File: config.mk
export PLATFORM = sky130hd
export DESIGN_NAME = rf_write_arbiter
export DESIGN_NICKNAME = d
export VERILOG_FILES = /design/src/rtl/rf_arb_pkg.sv /design/src/rtl/rf_arb_fifo.sv /design/src/rtl/rf_write_arbiter.sv
export SDC_FILE = /design/constraint.sdc
export NUM_CORES = 1
export LEC_CHECK = 0
export CORE_UTILIZATION = 49
export CTS_BUF_LIST = sky130_fd_sc_hd__clkbuf_16
export CTS_CLUSTER_SIZE = 40
export DETAILED_ROUTE_END_ITERATION = 16
export PLACE_DENSITY = 0.93
export SYNTH_ARGS = -nofsm -noshare
export SYNTH_HDL_FRONTEND = slang
export SYNTH_HIERARCHICAL = 1
export SYNTH_SLANG_ARGS = --single-unit
File: constraint.sdc
create_clock -name clk -period 7.6 [get_ports clk]
set_input_delay 1.52 -clock clk [delete_from_list [all_inputs] [get_ports clk]]
set_output_delay 1.52 -clock clk [all_outputs]
set_load 0.1 [all_outputs]
File: src/rtl/rf_arb_pkg.sv
// Shared constants and grant-source encoding for the register-file write arbiter.
package rf_arb_pkg;

  localparam int unsigned REG_ADDR_W                = 5;
  localparam logic [REG_ADDR_W-1:0] REG_X0          = 5'd0;
  localparam int unsigned RF_ARB_DEFAULT_DEPTH      = 2;
  localparam int unsigned RF_ARB_DEFAULT_STARVE_MAX = 4;

  typedef enum logic [1:0] {
    GNT_NONE = 2'd0,
    GNT_WB   = 2'd1,
    GNT_MU   = 2'd2
  } gnt_src_e;

endpackage

File: src/rtl/rf_arb_fifo.sv
// Synchronous FIFO of {rd, data} for the secondary writer.
// With RF_ARB_PENDING_CHECK_EN it also exposes a per-entry rd/valid view.
module rf_arb_fifo
  import rf_arb_pkg::*;
#(
  parameter int unsigned N     = 32,
  parameter int unsigned DEPTH = RF_ARB_DEFAULT_DEPTH
) (
  input  logic                     clk,
  input  logic                     rst,
  input  logic                     push,
  input  logic [REG_ADDR_W-1:0]    push_rd,
  input  logic [N-1:0]             push_data,
  input  logic                     pop,
  output logic [REG_ADDR_W-1:0]    head_rd,
  output logic [N-1:0]             head_data,
  output logic                     full,
  output logic                     empty,
  output logic [$clog2(DEPTH):0]   count
`ifdef RF_ARB_PENDING_CHECK_EN
  ,
  output logic [DEPTH-1:0]                 ent_vld,
  output logic [DEPTH-1:0][REG_ADDR_W-1:0] ent_rd
`endif
);

  localparam int unsigned PW = $clog2(DEPTH);
  localparam int unsigned CW = PW + 1;
  localparam int unsigned EW = REG_ADDR_W + N;

  logic [EW-1:0] mem_q [DEPTH];
  logic [EW-1:0] mem_d [DEPTH];
  logic [PW-1:0] rd_ptr_q, rd_ptr_d;
  logic [PW-1:0] wr_ptr_q, wr_ptr_d;
  logic [CW-1:0] count_q, count_d;

  // Pointer, occupancy and storage next-state; pop is only issued when non-empty.
  always_comb begin
    mem_d    = mem_q;
    rd_ptr_d = rd_ptr_q;
    wr_ptr_d = wr_ptr_q;
    count_d  = count_q;
    if (push) begin
      mem_d[wr_ptr_q] = {push_rd, push_data};
      wr_ptr_d        = wr_ptr_q + PW'(1);
    end
    if (pop) begin
      rd_ptr_d = rd_ptr_q + PW'(1);
    end
    case ({push, pop})
      2'b10:   count_d = count_q + CW'(1);
      2'b01:   count_d = count_q - CW'(1);
      default: count_d = count_q;
    endcase
  end

  always_ff @(posedge clk) begin
    if (rst) begin
      rd_ptr_q <= '0;
      wr_ptr_q <= '0;
      count_q  <= '0;
    end else begin
      rd_ptr_q <= rd_ptr_d;
      wr_ptr_q <= wr_ptr_d;
      count_q  <= count_d;
    end
  end

  // Storage needs no reset; validity is tracked by the occupancy counter.
  always_ff @(posedge clk) begin
    mem_q <= mem_d;
  end

  assign {head_rd, head_data} = mem_q[rd_ptr_q];
  assign full  = (count_q == CW'(DEPTH));
  assign empty = (count_q == '0);
  assign count = count_q;

`ifdef RF_ARB_PENDING_CHECK_EN
  // Entry i is live when its distance from the read pointer is below the occupancy.
  always_comb begin
    logic [PW-1:0] off;
    off     = '0;
    ent_vld = '0;
    ent_rd  = '0;
    for (int i = 0; i < int'(DEPTH); i++) begin
      off        = PW'(PW'(i) - rd_ptr_q);
      ent_vld[i] = (CW'(off) < count_q);
      ent_rd[i]  = mem_q[i][EW-1 -: REG_ADDR_W];
    end
  end
`endif

endmodule

File: src/rtl/rf_write_arbiter.sv
// Arbitrates the single register-file write port between WB (priority) and a buffered
// multi-cycle unit, with a starvation guard. RF_ARB_PENDING_CHECK_EN adds rd hazard lookups.
module rf_write_arbiter
  import rf_arb_pkg::*;
#(
  parameter int unsigned N          = 32,
  parameter int unsigned DEPTH      = RF_ARB_DEFAULT_DEPTH,
  parameter int unsigned STARVE_MAX = RF_ARB_DEFAULT_STARVE_MAX
) (
  input  logic                   clk,
  input  logic                   rst,
  input  logic                   wb_we,
  input  logic [REG_ADDR_W-1:0]  wb_rd,
  input  logic [N-1:0]           wb_data,
  output logic                   wb_stall,
  input  logic                   mu_valid,
  input  logic [REG_ADDR_W-1:0]  mu_rd,
  input  logic [N-1:0]           mu_data,
  output logic                   mu_ready,
  output logic                   rf_we,
  output logic [REG_ADDR_W-1:0]  rf_waddr,
  output logic [N-1:0]           rf_wdata,
  output logic [$clog2(DEPTH):0] buf_count
`ifdef RF_ARB_PENDING_CHECK_EN
  ,
  input  logic [REG_ADDR_W-1:0]  chk_rs1,
  input  logic [REG_ADDR_W-1:0]  chk_rs2,
  output logic                   chk_hit1,
  output logic                   chk_hit2
`endif
);

  localparam int unsigned CW   = $clog2(DEPTH) + 1;
  localparam int unsigned SC_W = (STARVE_MAX < 1) ? 1 : $clog2(STARVE_MAX + 1);

  logic                  wp;
  logic                  force_mu;
  logic                  fifo_push;
  logic                  fifo_pop;
  logic                  fifo_full;
  logic                  fifo_empty;
  logic [CW-1:0]         fifo_count;
  logic [REG_ADDR_W-1:0] head_rd;
  logic [N-1:0]          head_data;
  gnt_src_e              gnt;
  logic [SC_W-1:0]       starve_q, starve_d;

`ifdef RF_ARB_PENDING_CHECK_EN
  logic [DEPTH-1:0]                 ent_vld;
  logic [DEPTH-1:0][REG_ADDR_W-1:0] ent_rd;
`endif

  assign wp        = wb_we && (wb_rd != REG_X0);
  assign force_mu  = (starve_q == SC_W'(STARVE_MAX)) && !fifo_empty;
  assign mu_ready  = !rst && !fifo_full;
  assign fifo_push = mu_valid && mu_ready && (mu_rd != REG_X0);
  assign fifo_pop  = (gnt == GNT_MU);

  rf_arb_fifo #(
    .N     (N),
    .DEPTH (DEPTH)
  ) u_fifo (
    .clk       (clk),
    .rst       (rst),
    .push      (fifo_push),
    .push_rd   (mu_rd),
    .push_data (mu_data),
    .pop       (fifo_pop),
    .head_rd   (head_rd),
    .head_data (head_data),
    .full      (fifo_full),
    .empty     (fifo_empty),
    .count     (fifo_count)
`ifdef RF_ARB_PENDING_CHECK_EN
    ,
    .ent_vld   (ent_vld),
    .ent_rd    (ent_rd)
`endif
  );

  // Grant selection: forced secondary, then primary, then any buffered secondary.
  always_comb begin
    gnt = GNT_NONE;
    if (rst) begin
      gnt = GNT_NONE;
    end else if (force_mu) begin
      gnt = GNT_MU;
    end else if (wp) begin
      gnt = GNT_WB;
    end else if (!fifo_empty) begin
      gnt = GNT_MU;
    end
  end

  assign rf_we     = (gnt != GNT_NONE);
  assign rf_waddr  = (gnt == GNT_MU) ? head_rd : wb_rd;
  assign rf_wdata  = (gnt == GNT_MU) ? head_data : wb_data;
  assign wb_stall  = !rst && force_mu && wp;
  assign buf_count = rst ? '0 : fifo_count;

  // Count consecutive primary wins while the secondary waits; saturate at the limit.
  always_comb begin
    starve_d = starve_q;
    if ((gnt == GNT_MU) || fifo_empty) begin
      starve_d = '0;
    end else if ((gnt == GNT_WB) && (starve_q != SC_W'(STARVE_MAX))) begin
      starve_d = starve_q + SC_W'(1);
    end
  end

  always_ff @(posedge clk) begin
    if (rst) begin
      starve_q <= '0;
    end else begin
      starve_q <= starve_d;
    end
  end

`ifdef RF_ARB_PENDING_CHECK_EN
  // Hazard lookup against every live entry, including the head being popped now.
  always_comb begin
    chk_hit1 = 1'b0;
    chk_hit2 = 1'b0;
    for (int i = 0; i < int'(DEPTH); i++) begin
      if (ent_vld[i] && (ent_rd[i] == chk_rs1) && (chk_rs1 != REG_X0)) chk_hit1 = 1'b1;
      if (ent_vld[i] && (ent_rd[i] == chk_rs2) && (chk_rs2 != REG_X0)) chk_hit2 = 1'b1;
    end
  end
`endif

endmodule

# After elaboration in Yosys (flattened, before gate mapping)

Index checks and enable logic that the tools add are counted.

Add/sub/neg operators: 5
Order comparisons: 3
Eq/ne operators: 7
Mux-type cells: 14
Bitwise logic cells: 2
Reduce and logical (&&, ||, !) cells: 19

Operators by type and width:

| kind                                                                          | count |
|---|---|
| 37-bit 2-to-1 mux                                                             | 4 |
| 74-bit bitwise mux                                                            | 1 |
| 37-bit demux with 1-bit select                                                | 1 |
| 32-bit 2-to-1 mux                                                             | 1 |
| 2-bit 2-to-1 mux                                                              | 5 |
| 5-bit nonzero test                                                            | 2 |
| 1-bit logical AND                                                             | 9 |
| 2-bit == test (second input constant)                                         | 3 |
| 5-bit 2-to-1 mux                                                              | 1 |
| 2-bit by 1-bit == test with 1-bit output (second input constant)              | 2 |
| 2-bit >= comparator (second input constant)                                   | 2 |
| 1-bit NOT with 2-bit output                                                   | 2 |
| 2-bit one-hot mux with 2 select lines                                         | 1 |
| 2-bit nonzero test                                                            | 2 |
| 3-bit by 1-bit adder with 3-bit output (second input constant)                | 1 |
| 3-bit == test (second input constant)                                         | 1 |
| 1-bit zero test                                                               | 3 |
| 3-bit != test (second input constant)                                         | 1 |
| 1-bit adder (second input constant)                                           | 2 |
| 2-bit by 1-bit adder with 2-bit output (second input constant)                | 1 |
| 2-bit zero test                                                               | 1 |
| 2-bit by 1-bit less-than comparator with 1-bit output (second input constant) | 1 |
| 2-bit OR reduction                                                            | 1 |
| 2-bit by 1-bit subtractor with 2-bit output (second input constant)           | 1 |
| 1-bit logical OR                                                              | 1 |

Flip-flop bits (word level): 81
Input bits: 78
Logic and storage cells: 56

# Depth between registers and ports, before layout

Gate-level depths: netlist (run 1).

Depth in word-level cells: 8
Gate-level depth with buffers: 10

# Modules after synthesis

Netlist (run 1), hierarchy kept.

By module, submodules not included:

| module           | times used | cells each | area an instance (µm²) | sequential area each (µm²) |
|---|---|---|---|---|
| rf_arb_fifo      | 1          | 135        | 2845.2                 | 2302.2 |
| rf_write_arbiter | 1          | 71         | 798.3                  | 60.1 |

# Least setup slack after synthesis (run 1)

OpenSTA, ideal clock, no wires.

Path kind: input port to flip-flop
Start: input rst
End: register u_fifo/mem_q[37] (netlist name), enable pin
Arrival time: 4.823 ns
Setup slack: 2.345 ns
Cell stages on the path: 5
Cell sequence: nor2_1 -> nand2_1 -> a21oi_1 -> inv_1 -> nor2_1

Longest elaborated chain between the ends: 4

Ends and longest elaborated chain:

| element                        | line                   | source |
|---|---|---|
| start, declared                | rf_write_arbiter.sv:11 | `input logic rst,` |
| 1-bit zero test                | rf_write_arbiter.sv:55 | `assign mu_ready = !rst && !fifo_full;` |
| 1-bit logical AND              | rf_write_arbiter.sv:55 |  |
| 1-bit logical AND (2 in a row) | rf_write_arbiter.sv:56 | `assign fifo_push = mu_valid && mu_ready && (mu_rd != REG_X0);` |
| named net fifo_push            | rf_write_arbiter.sv:38 | `logic fifo_push;` |
| end signal, assigned           | rf_arb_fifo.sv:71      | `mem_q <= mem_d;` |
| end, declared                  | rf_arb_fifo.sv:31      | `logic [EW-1:0] mem_q [DEPTH];` |

The timed path passes the listed nets, and every way through them passes these cells.
A chain may end at the register's enable or synchronous reset.

# Worst setup path in the final report (run 1)

Start: input rst
End: output rf_wdata[7]

Longest elaborated chain between the ends: 3

Ends and longest elaborated chain:

| element           | line                   | source |
|---|---|---|
| 2-bit 2-to-1 mux  | rf_write_arbiter.sv:84 | `if (rst) begin` |
| 2-bit == test     | rf_write_arbiter.sv:97 | `assign rf_wdata = (gnt == GNT_MU) ? head_data : wb_data;` |
| 32-bit 2-to-1 mux | rf_write_arbiter.sv:97 |  |
| end, declared     | rf_write_arbiter.sv:22 | `output logic [N-1:0] rf_wdata,` |

No other way between the ends.

==> impl_metrics.json, run 1 <==
{
  "worstPathArrival_ps": 4500,
  "synth_cells": 206,
  "area_delta_synth_final_pct": 38.9,
  "crit_chain": "clkdlybuf4s50_1 > or4_4 > o2bb2ai_4 > buf_4 > mux2_2 > buf_4",
  "cts_buffers": 9,
  "critPathSlowestCell": "o2bb2ai_4",
  "via_per_inst": 4.99,
  "p_per_area_mw_per_mm2": 240,
  "grt_usage_pct": 18.1,
  "cts_tree": "yes",
  "worstPathRequired_ps": 6080,
  "initial_core_util_pct": 50.5,
  "max_stage_delay_ps": 800,
  "fin_crit_sh_pct": 79.2,
  "cts_buffer_depth": 2,
  "dieHeight_um": 88.2,
  "finalHoldViolations": 0,
  "grt_first_pass_wirelength_um": 10200,
  "ant_nets": 0,
  "numClockSinks": 81,
  "dieArea_mm2": 0.00778,
  "slew_headroom_pct": 24.8,
  "drt_drc_violations_left": 0,
  "drv_slew": 0,
  "io_buffers": 119,
  "worstHoldPathType": "reg -> reg",
  "crit_fanout": 27,
  "ys_seq_elements": 81,
  "crit_top_cell": "buf_4",
  "skew_ps": 6.26,
  "wl_per_cell_um": 16.5,
  "fin_total_pwr_mw": 1.21,
  "setup_ws_ps": 1580,
  "grt_overflow_total": 0,
  "setup_violations": 0,
  "hpwlAfterDp_um": 4740,
  "vias": 2161,
  "clk_pin_slew_ps": 60,
  "antenna_found_initial": 0,
  "cts_setup_buffers": 0,
  "synth_nets": 287,
  "cap_violations": 0,
  "boundaryPins": 120,
  "grt_pass1_vias": 2187,
  "irDropWorstVdd_v": 0.000148,
  "max_freq_mhz": 166,
  "yosys_warnings": 6,
  "h-tree-depth": 3,
  "grt_max_degree": 39,
  "syn_avg_cell_area_um2": 17.7,
  "post-place-cells": 417,
  "rsz0062_at_grt": "false",
  "worstSetupPathType": "in -> out",
  "gp_congestion": 0.783,
  "first_pass_iters": 4,
  "tightest_slew_ps": 1130,
  "drtIter0Drc": 83,
  "nNetsFinal": 410,
  "drive_gt1_share_pct": 40.1,
  "seqCellArea_mm2": 0.00236,
  "fin_setup_tns_ps": 0,
  "status": "completed",
  "n_fill_cell": 500,
  "antenna_cells": 0,
  "pre_cts_slack_ps": 1560,
  "drt-total-wl_um": 7150,
  "stdcell_count": 433,
  "yosysUniqueCellTypes": 29,
  "setup.worst_path.end_class": "output pin",
  "netlist_area_mm2": 0.00364,
  "clockRootBuffer": "clkbuf_16",
  "cts_hold_buf": 0,
  "rows": 31,
  "period_minus_slack_ps": 6020,
  "die_x_um": 88.2,
  "leakagePower_nw": 1.80,
  "multi_input_area_mm2": 0.00119,
  "synth_seq_area_share_pct": 64.8,
  "clock_latency_ps": 320,
  "core_area_mm2": 0.00721,
  "ctsResizeCount": 0,
  "cp-start-kind": "input pin"
}
final timing paths:
path	to	cells after the start	start	slack, ps
setup / recovery	rf_wdata[7]	6	rst	1580
hold / removal	starve_q[0]	1	starve_q[0]	470
setup reg to reg	u_fifo/count[1]	6	u_fifo/count[0]	4750
hold reg to reg	starve_q[0]	1	starve_q[0]	470
where the power goes:
part / internal (mW) / total, mW / switching, mW
clock network: 0.217 / 0.374 / 0.157
registers: 0.509 / 0.523 / 0.0136
logic: 0.112 / 0.317 / 0.204
total: 0.839 / 1.21 / 0.375
logic make-up (layout without fill, tap and decap cells):
kind of cell,count (synthesis),count (layout),synth area share (%)
flip-flops,81,81,64.8
multiplexers,75,75,25.1
AND/OR/NAND/NOR,24,24,3.33
buffers and inverters,11,139,2.71
AO/OA/AOI/OAI,8,8,2.03
XOR/XNOR,4,4,0.962
adder cells (fa/ha/maj),3,3,1.03
state kept, by name, indices dropped and copies added, names as in the netlist:
register and flops:
u_fifo/rd_ptr_q 1, u_fifo/wr_ptr_q 1, starve_q 3, u_fifo/count 2
u_fifo/mem_q 74
cell usage after synthesis:
| cell type | instances | share of area, % |
|---|---|---|
| buf_12 | 2 | 1.1 |
| nor2b_1 | 1 | 0.17 |
| o311ai_0 | 1 | 0.24 |
| and2_1 | 1 | 0.17 |
| nor3b_1 | 1 | 0.21 |
| buf_2 | 2 | 0.27 |
| and2b_1 | 1 | 0.21 |
| or3_1 | 2 | 0.34 |
| and2b_2 | 1 | 0.24 |
| nor3_1 | 1 | 0.14 |
| dfxtp_1 | 7 | 3.8 |
| a21bo_2 | 1 | 0.27 |
| buf_4 | 3 | 0.62 |
| o21ai_0 | 1 | 0.14 |
| xor2_1 | 1 | 0.24 |
| o2bb2ai_4 | 1 | 0.76 |
| ha_1 | 3 | 1.0 |
| nor2_1 | 12 | 1.2 |
| xnor2_1 | 3 | 0.72 |
| edfxtp_1 | 74 | 61 |
| mux2i_1 | 1 | 0.27 |
| a21oi_1 | 3 | 0.41 |
| mux2_4 | 19 | 7.8 |
| o31ai_1 | 1 | 0.21 |
| inv_1 | 3 | 0.31 |
| buf_8 | 1 | 0.41 |
| or4_4 | 1 | 0.31 |
| nand2_1 | 3 | 0.31 |
| mux2_2 | 55 | 17 |
per-layer routing:
layer	vias to the layer above	wire (um)	global-route usage, %
met1	1030	2860	19.7
met2	80	3730	32.7
li1	1036	-	-
met4	0	141	7.77
met3	15	419	5.69
met5	-	0	0
cell type report:
class,instances,share of cell area [%]
Clock buffer,9,4.45
Clock inverter,7,0.767
Inverter,3,0.223
Multi-Input combinational cell,114,23.5
Sequential cell,81,46.7
Tap cell,99,2.45
Timing Repair Buffer,120,21.9
metrics by stage:
| step | util [%] | cell area, um2 | hold slack (ps) |
|---|---|---|---|
| final | 70.1 | 5060 | 467 |
| after global routing | 70.1 | 5060 | 481 |
| after CTS | 70.1 | 5060 | 468 |
| after detailed placement | 66.5 | 4800 | 452 |
| after global placement | 66.5 | 4800 | 437 |
| after floorplan | - | 3640 | 427 |
cell usage in the layout, fill, tap and decap left out, drive strengths merged, types with 3 or more instances in the layout:
cell           count
xnor2              3
buf               38
dfxtp              7
inv                4
clkdlybuf4s50     82
clkinv             4
mux2              74
nor2              12
clkbuf             9
a21oi              3
nand2              3
ha                 3
edfxtp            74
critical path: cells and delay by family:
family,cells,cell delay (ps)
mux,1,380
compound gates,1,800
buf+inv,3,1200
simple gates,1,590
No activity file was read; power rests on OpenSTA's default activity.
==> run 2: changes to the inputs <==
--- a/config.mk
+++ b/config.mk
@@ -5,11 +5,11 @@
 export SDC_FILE = /design/constraint.sdc
 export NUM_CORES = 1
 export LEC_CHECK = 0
-export CORE_UTILIZATION = 49
+export CORE_UTILIZATION = 41
 export CTS_BUF_LIST = sky130_fd_sc_hd__clkbuf_16
 export CTS_CLUSTER_SIZE = 40
 export DETAILED_ROUTE_END_ITERATION = 16
-export PLACE_DENSITY = 0.93
+export PLACE_DENSITY = 0.84
 export SYNTH_ARGS = -nofsm -noshare
 export SYNTH_HDL_FRONTEND = slang
 export SYNTH_HIERARCHICAL = 1
==> constraint.sdc (replaced) <==
create_clock -name clk -period 5 [get_ports clk]
set_input_delay 1 -clock clk [delete_from_list [all_inputs] [get_ports clk]]
set_output_delay 1 -clock clk [all_outputs]
set_load 0.1 [all_outputs]
==> impl_metrics.json, run 2 (synthesis results as in run 1) <==
{
  "leakagePower_nw": 1.99,
  "drt_drc_violations_left": 0,
  "postLayoutCellArea_mm2": 0.00557,
  "p_clk_share_pct": 31.8,
  "grt_overflow_total": 0,
  "met2_usage_pct": 30.6,
  "cap_violations": 0,
  "startpoint": "rst",
  "r2r_slack_ps": 2450,
  "grt_first_pass_wirelength_um": 11100,
  "cts_buffers": 9,
  "r2r_end": "u_fifo/mem_q[54]",
  "worstPathRequired_ps": 4000,
  "stdcell_count": 442,
  "ant_nets": 0,
  "cp-start-kind": "input pin",
  "io_buffers": 119,
  "placed_cell_area_mm2": 0.00527,
  "dieHeight_um": 96.3,
  "r2r_cells": 6,
  "final_cell_mix": "clkdlybuf4s50_1, edfxtp_1, mux2_2",
  "cts_buffer_depth": 2,
  "combinationalPowerShare_pct": 28.6,
  "initial_core_util_pct": 42.0,
  "die_x_um": 96.3,
  "final_common_cell": "clkdlybuf4s50_1",
  "boundaryPins": 120,
  "setup.worst_path.end_class": "output pin",
  "vias": 2211,
  "clock_latency_ps": 320,
  "drive_gt1_share_pct": 41.3,
  "cts_setup_buffers": 0,
  "clk_pin_slew_ps": 60,
  "setup_violations": 0,
  "first_pass_iters": 3,
  "switching_share_pct": 30.0,
  "area_delta_synth_final_pct": 52.8,
  "irDropWorstVdd_v": 0.000194,
  "nNetsFinal": 410,
  "crit_chain": "clkdlybuf4s50_1 > or4_4 > o2bb2ai_4 > buf_12 > mux2_2 > buf_12",
  "cts_tree": "yes",
  "finalHoldViolations": 0,
  "core_area_mm2": 0.00868,
  "rows": 34,
  "power.internal_mw": 1.40,
  "grt_max_degree": 39,
  "tightest_slew_ps": 1150,
  "worstHoldPathType": "reg -> reg",
  "clockRootBuffer": "clkbuf_16",
  "crit_top_cell": "buf_12",
  "slew_headroom_pct": 23.2,
  "via_per_inst": 5.00,
  "grt_busiest_layer": "met2",
  "p_per_area_mw_per_mm2": 360,
  "cts_hold_buf": 0,
  "max_stage_delay_ps": 600,
  "cp_num_buf_inv": 3,
  "dieArea_mm2": 0.00927,
  "skew_ps": 5.47,
  "use_met3_pct": 3.48,
  "crit_end": "rf_wdata[8]",
  "numClockSinks": 81,
  "grt_usage_pct": 16.4,
  "fin_setup_tns_ps": 0,
  "h-tree-depth": 3,
  "antenna_found_initial": 0,
  "worstSetupPathType": "in -> out",
  "rsz0062_at_grt": "false",
  "drt-total-wl_um": 7550,
  "fin_crit_sh_pct": 86.4,
  "period_minus_slack_ps": 4320,
  "fin_total_pwr_mw": 2.00,
  "critPathSlowestCell": "or4_4",
  "grt_pass1_vias": 2342,
  "reg2reg_from": "u_fifo/count[0]",
  "wl_per_cell_um": 17.1,
  "max_freq_mhz": 232,
  "grtUsageMet1_pct": 17.5,
  "ctsResizeCount": 0,
  "cp_top_family": "buffers and inverters",
  "power.switching_mw": 0.602,
  "power_frac_seq_pct": 39.6,
  "largest_reg_flops": 74,
  "status": "completed",
  "cp.depth": 6,
  "gp_congestion": 0.781,
  "worstPathArrival_ps": 3320,
  "drv_slew": 0,
  "drtIter0Drc": 67,
  "regMostFlops": "u_fifo/mem_q",
  "crit_fanout": 35,
  "hpwlAfterDp_um": 5140,
  "post-place-cells": 426,
  "antenna_cells": 0
}
[run 2: changes by cell type in the layout (fill, tap and decap cells not counted), sizes merged]
cell	change
buf	+5
bufinv	+1
clkdlybuf4s50	-5
clkinv	+1
clkinvlp	-1
inv	-1
[run 2: per-stage QoR]
| stage | util (%) | setup WS, ps | hold WS (ps) |
|---|---|---|---|
| finish | 64.1 | 682 | 462 |
| global route | 64.1 | 618 | 485 |
| CTS | 64.1 | 691 | 470 |
| detailed placement | 60.7 | 692 | 461 |
| global placement | 60.7 | 782 | 437 |
| floorplan | - | 265 | 427 |
[run 2: worst reg2reg max path, stage by stage, from the launching register on]
cell,delay [ps]
dfxtp_1,410
and2b_2,240
nor2_1,160
nand2_1,70
a21oi_1,240
inv_1,140
nor2_4,880
[run 2: area by class of cell]
class                      instances  area [um2]
timing repair buffer             120        1570
tap                              108         135
multi-input combinational        114        1190
clock inverter                     7        71.3
clock buffer                       9         225
sequential                        81        2360
fill                             649        3110
inverter                           3        11.3
[run 2: power by group through the flow]
stage	Sequential [mW]	Combinational [mW]	Clock (mW)
after CTS	0.795	0.577	0.652
after global routing	0.798	0.593	0.680
after floorplan	0.796	0.369	0
after detailed placement	0.810	0.574	0
final	0.795	0.573	0.637
after global placement	0.807	0.565	0
[run 2: how the worst min path moves through the flow]
stage	cells after the start	from	to	slack [ps]
2_1_floorplan	1	starve_q[0]	starve_q[0]	430
3_3_place_gp	1	starve_q[0]	starve_q[0]	440
3_5_place_dp	1	starve_q[0]	starve_q[0]	460
4_1_cts	1	starve_q[0]	starve_q[0]	470
5_1_grt	1	starve_q[0]	starve_q[0]	480
6_report	1	starve_q[0]	starve_q[0]	460
[run 2: per-layer routing]
metal	vias to the layer above	wire, um
met1	1086	2830
met3	11	423
met2	74	4180
met4	0	121
met5	-	0
li1	1040	-
==> run 3: changes to the inputs <==
--- a/config.mk
+++ b/config.mk
@@ -5,6 +5,7 @@
 export SDC_FILE = /design/constraint.sdc
 export NUM_CORES = 1
 export LEC_CHECK = 0
+export CORE_MARGIN = 8
 export CORE_UTILIZATION = 41
 export CTS_BUF_LIST = sky130_fd_sc_hd__clkbuf_16
 export CTS_CLUSTER_SIZE = 40
==> impl_metrics.json, run 3 (synthesis results as in run 1) <==
{
  "antenna_found_initial": 0,
  "reg2reg_from": "u_fifo/count[0]",
  "gp_congestion": 0.739,
  "startpoint": "rst",
  "cts_tree": "yes",
  "grt_overflow_total": 0,
  "first_pass_iters": 4,
  "rsz0062_at_grt": "false",
  "via_per_inst": 4.94,
  "post-route-util_pct": 63.7,
  "worstHoldPathType": "reg -> reg",
  "initial_core_util_pct": 42.0,
  "grt_first_pass_wirelength_um": 12200,
  "fin_crit_sh_pct": 85.3,
  "drtIter0Drc": 76,
  "ant_nets": 0,
  "numClockSinks": 81,
  "drt_drc_violations_left": 0,
  "fin_setup_tns_ps": 0,
  "hpwlAfterDp_um": 5920,
  "nNetsFinal": 411,
  "cts_buffers": 9,
  "skew_ps": 7.99,
  "leakagePower_nw": 1.99,
  "vias": 2188,
  "setup_ws_ps": 735,
  "boundaryPins": 120,
  "grt_pass1_vias": 2376,
  "die_x_um": 110,
  "antenna_cells": 0,
  "clock_latency_ps": 320,
  "drive_gt1_share_pct": 41.5,
  "rows": 34,
  "final_common_cell": "clkdlybuf4s50_1",
  "min_from": "starve_q[0]",
  "ctsResizeCount": 0,
  "io_buffers": 119,
  "cts_hold_buf": 0,
  "irDropWorstVdd_v": 0.000182,
  "tightest_slew_ps": 1120,
  "crit_fanout": 23,
  "drv_slew": 0,
  "cp-start-kind": "input pin",
  "fin_total_pwr_mw": 1.94,
  "core_area_mm2": 0.00868,
  "status": "completed",
  "largest_reg_flops": 74,
  "worstPathArrival_ps": 3260,
  "regMostFlops": "u_fifo/mem_q",
  "clockRootBuffer": "clkbuf_16",
  "period_minus_slack_ps": 4260,
  "worstPathRequired_ps": 4000,
  "grt_max_degree": 39,
  "setup_violations": 0,
  "cap_violations": 0,
  "wl_per_cell_um": 18.1,
  "h-tree-depth": 3,
  "setup.worst_path.end_class": "output pin",
  "dieArea_mm2": 0.0122,
  "final_cell_mix": "clkdlybuf4s50_1, edfxtp_1, mux2_2",
  "area_delta_synth_final_pct": 51.8,
  "cts_setup_buffers": 0,
  "p_per_area_mw_per_mm2": 350,
  "max_freq_mhz": 234,
  "finalHoldViolations": 0,
  "cts_buffer_depth": 2,
  "pre_cts_slack_ps": 724,
  "worstSetupPathType": "in -> out",
  "grt_usage_pct": 13.1,
  "hold_ws_ps": 469,
  "slew_headroom_pct": 24.8,
  "dieHeight_um": 110,
  "clk_pin_slew_ps": 50,
  "r2r_slack_ps": 2520,
  "drt-total-wl_um": 8010
}
==> run 3: cell count changes in the layout (fill, tap and decap cells not counted), sizes merged <==
cell	change
buf	+1
bufinv	-1
inv	+1
==> run 3: per-stage QoR <==
step,instance area [um2],std cells
3_3_place_gp,5270,427
6_report,5530,443
5_1_grt,5530,443
3_5_place_dp,5270,427
4_1_cts,5530,443
2_1_floorplan,3640,206
==> run 3: worst max-delay path, stage by stage <==
cell and delay [ps]:
clkdlybuf4s50_1 560, or4_4 590, o2bb2ai_4 150, buf_4 360, mux2_2 410, buf_12 170
==> run 3: layout make-up <==
cell class,instances,area [um2]
repair buffers,121,1560
inverters,3,11.3
flip-flops and latches,81,2360
well taps,108,135
fillers,639,3150
multi-input cells,114,1190
clock inverters,7,38.8
clock buffers,9,225
==> run 3: path summary, 6_finish.rpt <==
check        cells past startpoint               to
max                              6      rf_waddr[1]
min                              1      starve_q[0]
min reg2reg                      1      starve_q[0]
max reg2reg                      7  u_fifo/count[1]
==> run 3: report_power, final <==
part           leakage [nW]  switching [mW]  internal [mW]  total [mW]
Clock                 0.134           0.241          0.330       0.571
Sequential            0.736          0.0205          0.774       0.795
Combinational          1.12           0.328          0.242       0.570
==> run 3: layer usage <==
layer | up-vias | share of wire [%] | global-route usage (%)
met5 | - | 0 | 0
met4 | 0 | 0.57 | 4.00
met3 | 5 | 6.6 | 3.20
met2 | 68 | 54 | 24.3
met1 | 1075 | 38 | 14.5
li1 | 1040 | - | -
